--- src/rtl/bar0_reg_responder_if.sv ---
// MMIO request (CQ side) and completion (CC side) signals for the BAR0 responder.
// The master modport is the host/PCIe side; the slave modport is the responder.
interface bar0_reg_responder_if #(
  parameter int DATA_WIDTH = 256,
  parameter int BAR0_SIZE  = 16
);
  logic                    cq_valid;
  logic                    cq_is_write;
  logic                    cq_is_read;
  logic [BAR0_SIZE-1:0]    cq_reg_addr;
  logic [63:0]             cq_wr_data;
  logic [2:0]              cq_bar_id;
  logic [15:0]             cq_requester_id;
  logic [7:0]              cq_tag;
  logic [2:0]              cq_tc;
  logic [6:0]              cq_lower_addr;
  logic [10:0]             cq_dword_count;

  logic                    cc_ready;
  logic                    cc_valid;
  logic [15:0]             cc_requester_id;
  logic [7:0]              cc_tag;
  logic [2:0]              cc_tc;
  logic [6:0]              cc_lower_addr;
  logic [10:0]             cc_dword_count;
  logic [2:0]              cc_status;
  logic [DATA_WIDTH/2-1:0] cc_data;
  logic                    cc_last;

  modport master (
    output cq_valid, cq_is_write, cq_is_read, cq_reg_addr, cq_wr_data, cq_bar_id,
           cq_requester_id, cq_tag, cq_tc, cq_lower_addr, cq_dword_count, cc_ready,
    input  cc_valid, cc_requester_id, cc_tag, cc_tc, cc_lower_addr, cc_dword_count,
           cc_status, cc_data, cc_last
  );

  modport slave (
    input  cq_valid, cq_is_write, cq_is_read, cq_reg_addr, cq_wr_data, cq_bar_id,
           cq_requester_id, cq_tag, cq_tc, cq_lower_addr, cq_dword_count, cc_ready,
    output cc_valid, cc_requester_id, cc_tag, cc_tc, cc_lower_addr, cc_dword_count,
           cc_status, cc_data, cc_last
  );
endinterface

--- src/rtl/bar0_reg_responder.sv ---
// BAR0 MMIO completer: 32-bit register file, posted writes, and a queued
// single-beat completion path for non-posted reads.
module bar0_reg_responder #(
  parameter int DATA_WIDTH = 256,
  parameter int BAR0_SIZE  = 16,
  parameter int NUM_REGS   = 16,
  parameter int FIFO_DEPTH = 4
) (
  input  logic                       clk,
  input  logic                       rst,
  bar0_reg_responder_if.slave        bus,
  output logic [31:0]                ctrl_out,
  output logic [7:0]                 drop_count
);
  localparam int AW  = BAR0_SIZE - 1;  // register index plus a carry bit so idx+1 never wraps
  localparam int RW  = $clog2(NUM_REGS);
  localparam int PW  = $clog2(FIFO_DEPTH);
  localparam int CDW = DATA_WIDTH / 2;
  localparam logic [31:0] ID_VALUE = 32'h5645_4E54;
  localparam logic [2:0]  ST_SC    = 3'b000;
  localparam logic [2:0]  ST_UR    = 3'b001;

  typedef struct packed {
    logic [15:0] requester_id;
    logic [7:0]  tag;
    logic [2:0]  tc;
    logic [6:0]  lower_addr;
    logic [10:0] dword_count;
    logic [2:0]  status;
    logic [63:0] data;
  } cpl_t;

  typedef enum logic {IDLE, SEND} state_t;

  logic [31:0]   regs [NUM_REGS];
  logic [AW-1:0] idx_a, idx_b;
  logic          len_ok, two_dw, bar_ok, wr_en;
  logic [31:0]   rd_lo, rd_hi;
  cpl_t          rd_desc;

  assign idx_a  = {1'b0, bus.cq_reg_addr[BAR0_SIZE-1:2]};
  assign idx_b  = idx_a + AW'(1);
  assign two_dw = (bus.cq_dword_count == 11'd2);
  assign len_ok = (bus.cq_dword_count == 11'd1) || two_dw;
  assign bar_ok = (bus.cq_bar_id == 3'd0);
  assign wr_en  = bus.cq_valid && bus.cq_is_write && bar_ok && len_ok;

  function automatic logic [31:0] reg_value(input logic [AW-1:0] i);
    if (i >= AW'(NUM_REGS))         return '0;
    else if (i[RW-1:0] == '0)       return ID_VALUE;
    else if (i[RW-1:0] == RW'(3))   return {24'b0, drop_count};
    else                            return regs[i[RW-1:0]];
  endfunction

  always_ff @(posedge clk or posedge rst) begin
    if (rst) begin
      for (int i = 0; i < NUM_REGS; i++) regs[i] <= '0;
    end else if (wr_en) begin
      for (int i = 0; i < NUM_REGS; i++) begin
        if (i != 0 && i != 3) begin
          if (idx_a == AW'(i))               regs[i] <= bus.cq_wr_data[31:0];
          else if (two_dw && idx_b == AW'(i)) regs[i] <= bus.cq_wr_data[63:32];
        end
      end
    end
  end

  assign ctrl_out = regs[2];

  // Read data comes from pre-edge register contents, so same-cycle writes are not seen.
  always_comb begin
    rd_lo                = reg_value(idx_a);
    rd_hi                = reg_value(idx_b);
    rd_desc              = '0;
    rd_desc.requester_id = bus.cq_requester_id;
    rd_desc.tag          = bus.cq_tag;
    rd_desc.tc           = bus.cq_tc;
    rd_desc.lower_addr   = bus.cq_lower_addr;
    if (bar_ok && len_ok) begin
      rd_desc.status      = ST_SC;
      rd_desc.dword_count = bus.cq_dword_count;
      rd_desc.data        = {two_dw ? rd_hi : 32'h0, rd_lo};
    end else begin
      rd_desc.status      = ST_UR;
    end
  end

  cpl_t          fifo_mem [FIFO_DEPTH];
  logic [PW-1:0] wr_ptr, rd_ptr;
  logic [PW:0]   fifo_cnt;
  logic [PW+1:0] occ;
  logic          full, empty, push, pop, rd_req;
  state_t        state, state_nxt;
  cpl_t          cpl_q;

  // The completion being presented still holds a slot until the CC side takes it.
  assign occ    = {1'b0, fifo_cnt} + {{(PW+1){1'b0}}, (state == SEND)};
  assign full   = (occ >= (PW+2)'(FIFO_DEPTH));
  assign empty  = (fifo_cnt == '0);
  assign rd_req = bus.cq_valid && bus.cq_is_read;
  assign push   = rd_req && !full;

  always_ff @(posedge clk) begin
    if (push) fifo_mem[wr_ptr] <= rd_desc;
  end

  always_ff @(posedge clk or posedge rst) begin
    if (rst) begin
      wr_ptr     <= '0;
      rd_ptr     <= '0;
      fifo_cnt   <= '0;
      drop_count <= '0;
    end else begin
      if (push) wr_ptr <= wr_ptr + PW'(1);
      if (pop)  rd_ptr <= rd_ptr + PW'(1);
      case ({push, pop})
        2'b10:   fifo_cnt <= fifo_cnt + (PW+1)'(1);
        2'b01:   fifo_cnt <= fifo_cnt - (PW+1)'(1);
        default: fifo_cnt <= fifo_cnt;
      endcase
      if (rd_req && full && drop_count != 8'hFF) drop_count <= drop_count + 8'd1;
    end
  end

  always_ff @(posedge clk or posedge rst) begin
    if (rst) begin
      state <= IDLE;
      cpl_q <= '0;
    end else begin
      state <= state_nxt;
      if (pop) cpl_q <= fifo_mem[rd_ptr];
    end
  end

  always_comb begin
    state_nxt = state;
    pop       = 1'b0;
    case (state)
      IDLE: if (!empty) begin
        pop       = 1'b1;
        state_nxt = SEND;
      end
      SEND: if (bus.cc_ready) begin
        if (!empty) pop = 1'b1;
        else        state_nxt = IDLE;
      end
      default: state_nxt = IDLE;
    endcase
  end

  assign bus.cc_valid        = (state == SEND);
  assign bus.cc_requester_id = cpl_q.requester_id;
  assign bus.cc_tag          = cpl_q.tag;
  assign bus.cc_tc           = cpl_q.tc;
  assign bus.cc_lower_addr   = cpl_q.lower_addr;
  assign bus.cc_dword_count  = cpl_q.dword_count;
  assign bus.cc_status       = cpl_q.status;
  assign bus.cc_data         = CDW'(cpl_q.data);
  assign bus.cc_last         = 1'b1;
endmodule

--- src/flat_wrapper.sv ---
// flat-port wrapper written by rule: the top's interface ports become plain ports
module bar0_reg_responder_flat 
#(
  parameter int DATA_WIDTH = 256,
  parameter int BAR0_SIZE  = 16,
  parameter int NUM_REGS   = 16,
  parameter int FIFO_DEPTH = 4
)
  (clk, rst, ctrl_out, drop_count, bus_cq_valid, bus_cq_is_write, bus_cq_is_read, bus_cq_reg_addr, bus_cq_wr_data, bus_cq_bar_id, bus_cq_requester_id, bus_cq_tag, bus_cq_tc, bus_cq_lower_addr, bus_cq_dword_count, bus_cc_ready, bus_cc_valid, bus_cc_requester_id, bus_cc_tag, bus_cc_tc, bus_cc_lower_addr, bus_cc_dword_count, bus_cc_status, bus_cc_data, bus_cc_last);
  bar0_reg_responder_if #(.DATA_WIDTH(DATA_WIDTH), .BAR0_SIZE(BAR0_SIZE)) bus_i ();
  input  logic clk;
  input  logic rst;
  output logic [31:0] ctrl_out;
  output logic [7:0] drop_count;
  input wire logic [$bits(bus_i.cq_valid)-1:0] bus_cq_valid;
  input wire logic [$bits(bus_i.cq_is_write)-1:0] bus_cq_is_write;
  input wire logic [$bits(bus_i.cq_is_read)-1:0] bus_cq_is_read;
  input wire logic [$bits(bus_i.cq_reg_addr)-1:0] bus_cq_reg_addr;
  input wire logic [$bits(bus_i.cq_wr_data)-1:0] bus_cq_wr_data;
  input wire logic [$bits(bus_i.cq_bar_id)-1:0] bus_cq_bar_id;
  input wire logic [$bits(bus_i.cq_requester_id)-1:0] bus_cq_requester_id;
  input wire logic [$bits(bus_i.cq_tag)-1:0] bus_cq_tag;
  input wire logic [$bits(bus_i.cq_tc)-1:0] bus_cq_tc;
  input wire logic [$bits(bus_i.cq_lower_addr)-1:0] bus_cq_lower_addr;
  input wire logic [$bits(bus_i.cq_dword_count)-1:0] bus_cq_dword_count;
  input wire logic [$bits(bus_i.cc_ready)-1:0] bus_cc_ready;
  output wire logic [$bits(bus_i.cc_valid)-1:0] bus_cc_valid;
  output wire logic [$bits(bus_i.cc_requester_id)-1:0] bus_cc_requester_id;
  output wire logic [$bits(bus_i.cc_tag)-1:0] bus_cc_tag;
  output wire logic [$bits(bus_i.cc_tc)-1:0] bus_cc_tc;
  output wire logic [$bits(bus_i.cc_lower_addr)-1:0] bus_cc_lower_addr;
  output wire logic [$bits(bus_i.cc_dword_count)-1:0] bus_cc_dword_count;
  output wire logic [$bits(bus_i.cc_status)-1:0] bus_cc_status;
  output wire logic [$bits(bus_i.cc_data)-1:0] bus_cc_data;
  output wire logic [$bits(bus_i.cc_last)-1:0] bus_cc_last;
  assign bus_i.cq_valid = bus_cq_valid;
  assign bus_i.cq_is_write = bus_cq_is_write;
  assign bus_i.cq_is_read = bus_cq_is_read;
  assign bus_i.cq_reg_addr = bus_cq_reg_addr;
  assign bus_i.cq_wr_data = bus_cq_wr_data;
  assign bus_i.cq_bar_id = bus_cq_bar_id;
  assign bus_i.cq_requester_id = bus_cq_requester_id;
  assign bus_i.cq_tag = bus_cq_tag;
  assign bus_i.cq_tc = bus_cq_tc;
  assign bus_i.cq_lower_addr = bus_cq_lower_addr;
  assign bus_i.cq_dword_count = bus_cq_dword_count;
  assign bus_i.cc_ready = bus_cc_ready;
  assign bus_cc_valid = bus_i.cc_valid;
  assign bus_cc_requester_id = bus_i.cc_requester_id;
  assign bus_cc_tag = bus_i.cc_tag;
  assign bus_cc_tc = bus_i.cc_tc;
  assign bus_cc_lower_addr = bus_i.cc_lower_addr;
  assign bus_cc_dword_count = bus_i.cc_dword_count;
  assign bus_cc_status = bus_i.cc_status;
  assign bus_cc_data = bus_i.cc_data;
  assign bus_cc_last = bus_i.cc_last;
  bar0_reg_responder #(.DATA_WIDTH(DATA_WIDTH), .BAR0_SIZE(BAR0_SIZE), .NUM_REGS(NUM_REGS), .FIFO_DEPTH(FIFO_DEPTH)) u_core (.clk(clk), .rst(rst), .bus(bus_i), .ctrl_out(ctrl_out), .drop_count(drop_count));
endmodule
--- config.mk ---
export PLATFORM = sky130hd
export DESIGN_NAME = bar0_reg_responder_flat
export DESIGN_NICKNAME = d
export VERILOG_FILES = /design/src/rtl/bar0_reg_responder_if.sv /design/src/rtl/bar0_reg_responder.sv /design/src/flat_wrapper.sv
export SDC_FILE = /design/constraint.sdc
export NUM_CORES = 2
export LEC_CHECK = 0
export CORE_MARGIN = 1
export CORE_UTILIZATION = 56
export DETAILED_ROUTE_END_ITERATION = 6
export PLACE_DENSITY_LB_ADDON = 0.15
export SETUP_SLACK_MARGIN = 0.2
export SYNTH_ARGS = -nofsm -noshare
export SYNTH_HDL_FRONTEND = slang
export SYNTH_SLANG_ARGS = --single-unit
export TNS_END_PERCENT = 10
--- constraint.sdc ---
create_clock -name clk -period 50.5 [get_ports clk]
set_input_delay 10.1 -clock clk [delete_from_list [all_inputs] [get_ports clk]]
set_output_delay 10.1 -clock clk [all_outputs]
set_load 0.02 [all_outputs]
==> flow_metrics.env <==
export IMPL_placement_io_buffers=282
export IMPL_layout_filler_cells=6432
export IMPL_max_freq_mhz=67.3
export IMPL_vdd_ir_drop_worst_mv=0.0255
export IMPL_via_count=31600
export IMPL_clkLatencyLatePin_ps=720
export IMPL_number_of_antenna_violations_at_the_first_check_in_global_routing=17
export IMPL_area_sequential_um2=27600
export IMPL_syn_inst=3283
export IMPL_fp_coreArea_um2=91700
export IMPL_worst_pin_slew_ps=1350
export IMPL_layout_drive_gt1_share_pct=44.6
export IMPL_r2r_start="u_core.bus.cc_valid"
export IMPL_number_of_failing_setup_endpoints_in_the_final_timing_report=0
export IMPL_finalWorstPathRequiredPeriod_ps=14870
export IMPL_criticalPathCategory="primary input to flip-flop"
export IMPL_worst_ep_arrival_time_ps=15430
export IMPL_final_setup_tns_ps=0
export IMPL_area_enclosed_by_the_die_boundary_um2=93800
export IMPL_cp_end_kind="flip-flop"
export IMPL_drt_iter0_markers=3166
export IMPL_final_cells=4744
export IMPL_synth_top_flop_cell="dfrtp_1"
export IMPL_post_cts_hold_buffer_count=0
export IMPL_multi_input_combinational_cell_area_um2=22700
export IMPL_route_antenna_remaining_nets=0
export IMPL_cts_num_sinks=1014
export IMPL_grt_first_pass_wirelength_um=219000
export IMPL_floorplan_io_pins=352
export IMPL_whs_endpoint="u_core.bus.cc_data[26]"
export IMPL_slew_viol_final=0
export IMPL_hold_path_startpoint="u_core.bus.cc_data[26]"
export IMPL_synth_seq_cells=1014
export IMPL_die_x_um=306
export IMPL_dp_hpwl_um=86600
export IMPL_synth_edf_count=440
export IMPL_syn_area_per_cell_um2=15.8
export IMPL_floorplan_initialDensity_pct=56.6
export IMPL_crit_path_max_fanout=55
export IMPL_syn_area_um2=51800
export IMPL_reg2reg_depth=4
export IMPL_die_height_um=306
export IMPL_gpl_final_weighted_congestion=0.860
export IMPL_htreeDepth=3
export IMPL_post_cts_repair_setup_buffers=0
export IMPL_rows=111
export IMPL_grt_overflow_total=0
export IMPL_rsz0062_at_grt="no"
export IMPL_static_leakage_power_uw=0.0235
export IMPL_worstPathRequired_ps=51060
export IMPL_synth_warning_count=64
export IMPL_rr_endpoint="u_core.fifo_mem[3][27]"
export IMPL_clk_tree_root_cell="clkbuf_16"
export IMPL_grt_pass1_vias=33100
export IMPL_numCtsBuffers=104
export IMPL_placed_instances=4536
export IMPL_power_per_cell_area_nw_per_um2=39.3
export IMPL_maxSlewHeadroom_pct=9.62
export IMPL_reg2reg_slack_ps=47090
export IMPL_netlist_cell_type_count=61
export IMPL_detail_route_first_pass_iterations=6
export IMPL_min_delay_path_depth=1
export IMPL_route_final_wire_length_um=147000
export IMPL_via_per_inst=6.66
export IMPL_cts_tree="built"
export IMPL_cp_start_kind="primary input"
export IMPL_clk_pin_slew_worst_paths_ps=60
export IMPL_final_hold_violation_count=0
export IMPL_worst_clock_skew_ps=51.4
export IMPL_wl_per_cell_um=31.0
export IMPL_postCtsResizedCells=0
export IMPL_run_status="completed"
export IMPL_async_reset_ff_share_pct=56.6
export IMPL_synth_seq_area_share_pct=53.2
export IMPL_post_route_drc_violation_count=0
export IMPL_fin_nets=3601
export IMPL_clock_tree_buffer_depth=3
export IMPL_flow_area_growth_from_synthesis_pct=13.8
export IMPL_holdCritPathClass="flip-flop to flip-flop"
export IMPL_largest_net_degree_at_the_start_of_global_routing=142
export IMPL_finalCritPeriodShare_pct=29.4
export IMPL_timing_max_cap_violations=0
export IMPL_grt_total_usage_pct=31.6
[cells in the final DEF, fill, tap and decap left out, types with 9 or more instances in the layout]
cell type,Yosys,layout
a211oi_1,30,30
a221oi_1,37,37
a22o_1,10,10
a22oi_1,33,33
a311oi_1,11,11
and3_1,19,19
buf_4,123,77
bufinv_16,0,17
clkbuf_1,168,23
clkbuf_16,0,104
clkbuf_8,0,11
clkdlybuf4s50_1,0,278
clkinv_1,0,10
clkinv_2,0,20
conb_1,2,103
dfrtp_1,574,572
diode_2,0,12
edfxtp_1,440,440
ha_1,10,9
inv_1,13,12
mux2_1,47,47
mux2_2,970,970
mux2i_1,19,19
mux4_2,312,312
nand2_1,92,92
nand2b_1,10,10
nand3_1,24,24
nand4_1,12,12
nor2_1,56,49
o21ai_0,41,41
o32ai_4,10,12
[layout make-up]
cell class	instances	share of cell area (%)
tap	1186	2.52
antenna	12	0.0509
clock buffer	138	4.82
sequential	1014	46.8
inverter	13	0.0955
multi-input combinational	1965	38.6
timing repair buffer	358	5.77
clock inverter	58	1.44
[flip-flops by register name, summed over array words and instances (netlist names), 3 cells and up]
| register | flops |
|---|---|
| u_core.fifo_mem | 440 |
| u_core.regs | 416 |
| u_core.bus.cc_data | 64 |
| u_core.ctrl_out | 32 |
| u_core.bus.cc_requester_id | 16 |
| u_core.bus.cc_dword_count | 11 |
| u_core.bus.cc_tag | 8 |
| u_core.drop_count | 8 |
| u_core.bus.cc_lower_addr | 7 |
| u_core.bus.cc_tc | 3 |
| u_core.fifo_cnt | 3 |
[cell families (layout without fill, tap and decap cells)]
group	count (synthesis)	after routing	share of synthesized area, %
and+or+nand+nor	277	277	2.71
DFF	1014	1014	53.2
AOI/OAI and AO/OA	208	208	3.37
xor gates and xnor gates	18	18	0.319
other	2	115	0.0145
muxes	1348	1348	36.0
adders and majority gates	11	11	0.280
buffers and inverters	405	567	4.11
[stage by stage]
| step | hold WS, ps | total power [µW] | area (µm²) | util (%) | worst slack [ps] |
|---|---|---|---|---|---|
| after global placement | 479 | 1500 | 55300 | 60.3 | 35170 |
| after floorplan | 464 | 1310 | 52200 | - | 24340 |
| after CTS | 507 | 2330 | 59000 | 64.3 | 35790 |
| after detailed placement | 494 | 1510 | 55300 | 60.3 | 35070 |
| final | 505 | 2320 | 59000 | 64.3 | 35630 |
| after global routing | 513 | 2400 | 59000 | 64.3 | 35550 |
[layer usage]
layer | vias up | global-route usage [%] | routed length [µm]
met2 | 1606 | 49.6 | 70200
met5 | - | 0 | 45
met4 | 8 | 14.0 | 6060
met1 | 16600 | 42.3 | 57800
li1 | 12900 | - | -
met3 | 431 | 7.13 | 13000
[critical path: stages]
cell and delay (ps):
buf_8 400, buf_4 760, ha_1 260, buf_4 390, nand3_1 120, o21ai_1 540, nand2_1 560, o32ai_4 1110
buf_4 630, mux2_2 400
[power by group]
group          total (µW)  internal, µW  switching [µW]
Combinational         504           253             251
Sequential            986           931            54.2
Clock                 826           486             339
Total                2320          1670             645
[how the worst max path moves through the flow]
stage / slack [ps] / from / to
2_1_floorplan: 24340 / rst / u_core.bus.cc_data[0]
3_3_place_gp: 35170 / bus_cq_reg_addr[2] / u_core.regs[243]
3_5_place_dp: 35070 / bus_cq_reg_addr[2] / u_core.regs[243]
4_1_cts: 35790 / bus_cq_reg_addr[2] / u_core.regs[251]
5_1_grt: 35550 / bus_cq_reg_addr[2] / u_core.regs[251]
6_report: 35630 / bus_cq_reg_addr[2] / u_core.regs[251]
[cell usage after synthesis (11+ instances only)]
library cell | number | area share (%)
buf_6 | 11 | 0.24
and2_1 | 12 | 0.14
edfxtp_1 | 440 | 25
buf_2 | 54 | 0.52
a211oi_1 | 30 | 0.43
buf_1 | 36 | 0.26
and3_1 | 19 | 0.23
nand2_1 | 92 | 0.67
buf_4 | 123 | 1.8
a22oi_1 | 33 | 0.48
nand4_1 | 12 | 0.14
nand3_1 | 24 | 0.23
mux2i_1 | 19 | 0.37
a221oi_1 | 37 | 0.62
dfrtp_1 | 574 | 28
clkbuf_1 | 168 | 1.2
mux2_2 | 970 | 21
o21ai_0 | 41 | 0.40
inv_1 | 13 | 0.094
a311oi_1 | 11 | 0.19
mux2_1 | 47 | 1.0
nor2_1 | 56 | 0.41
mux4_2 | 312 | 14
(Power assumes the default switching activity.)
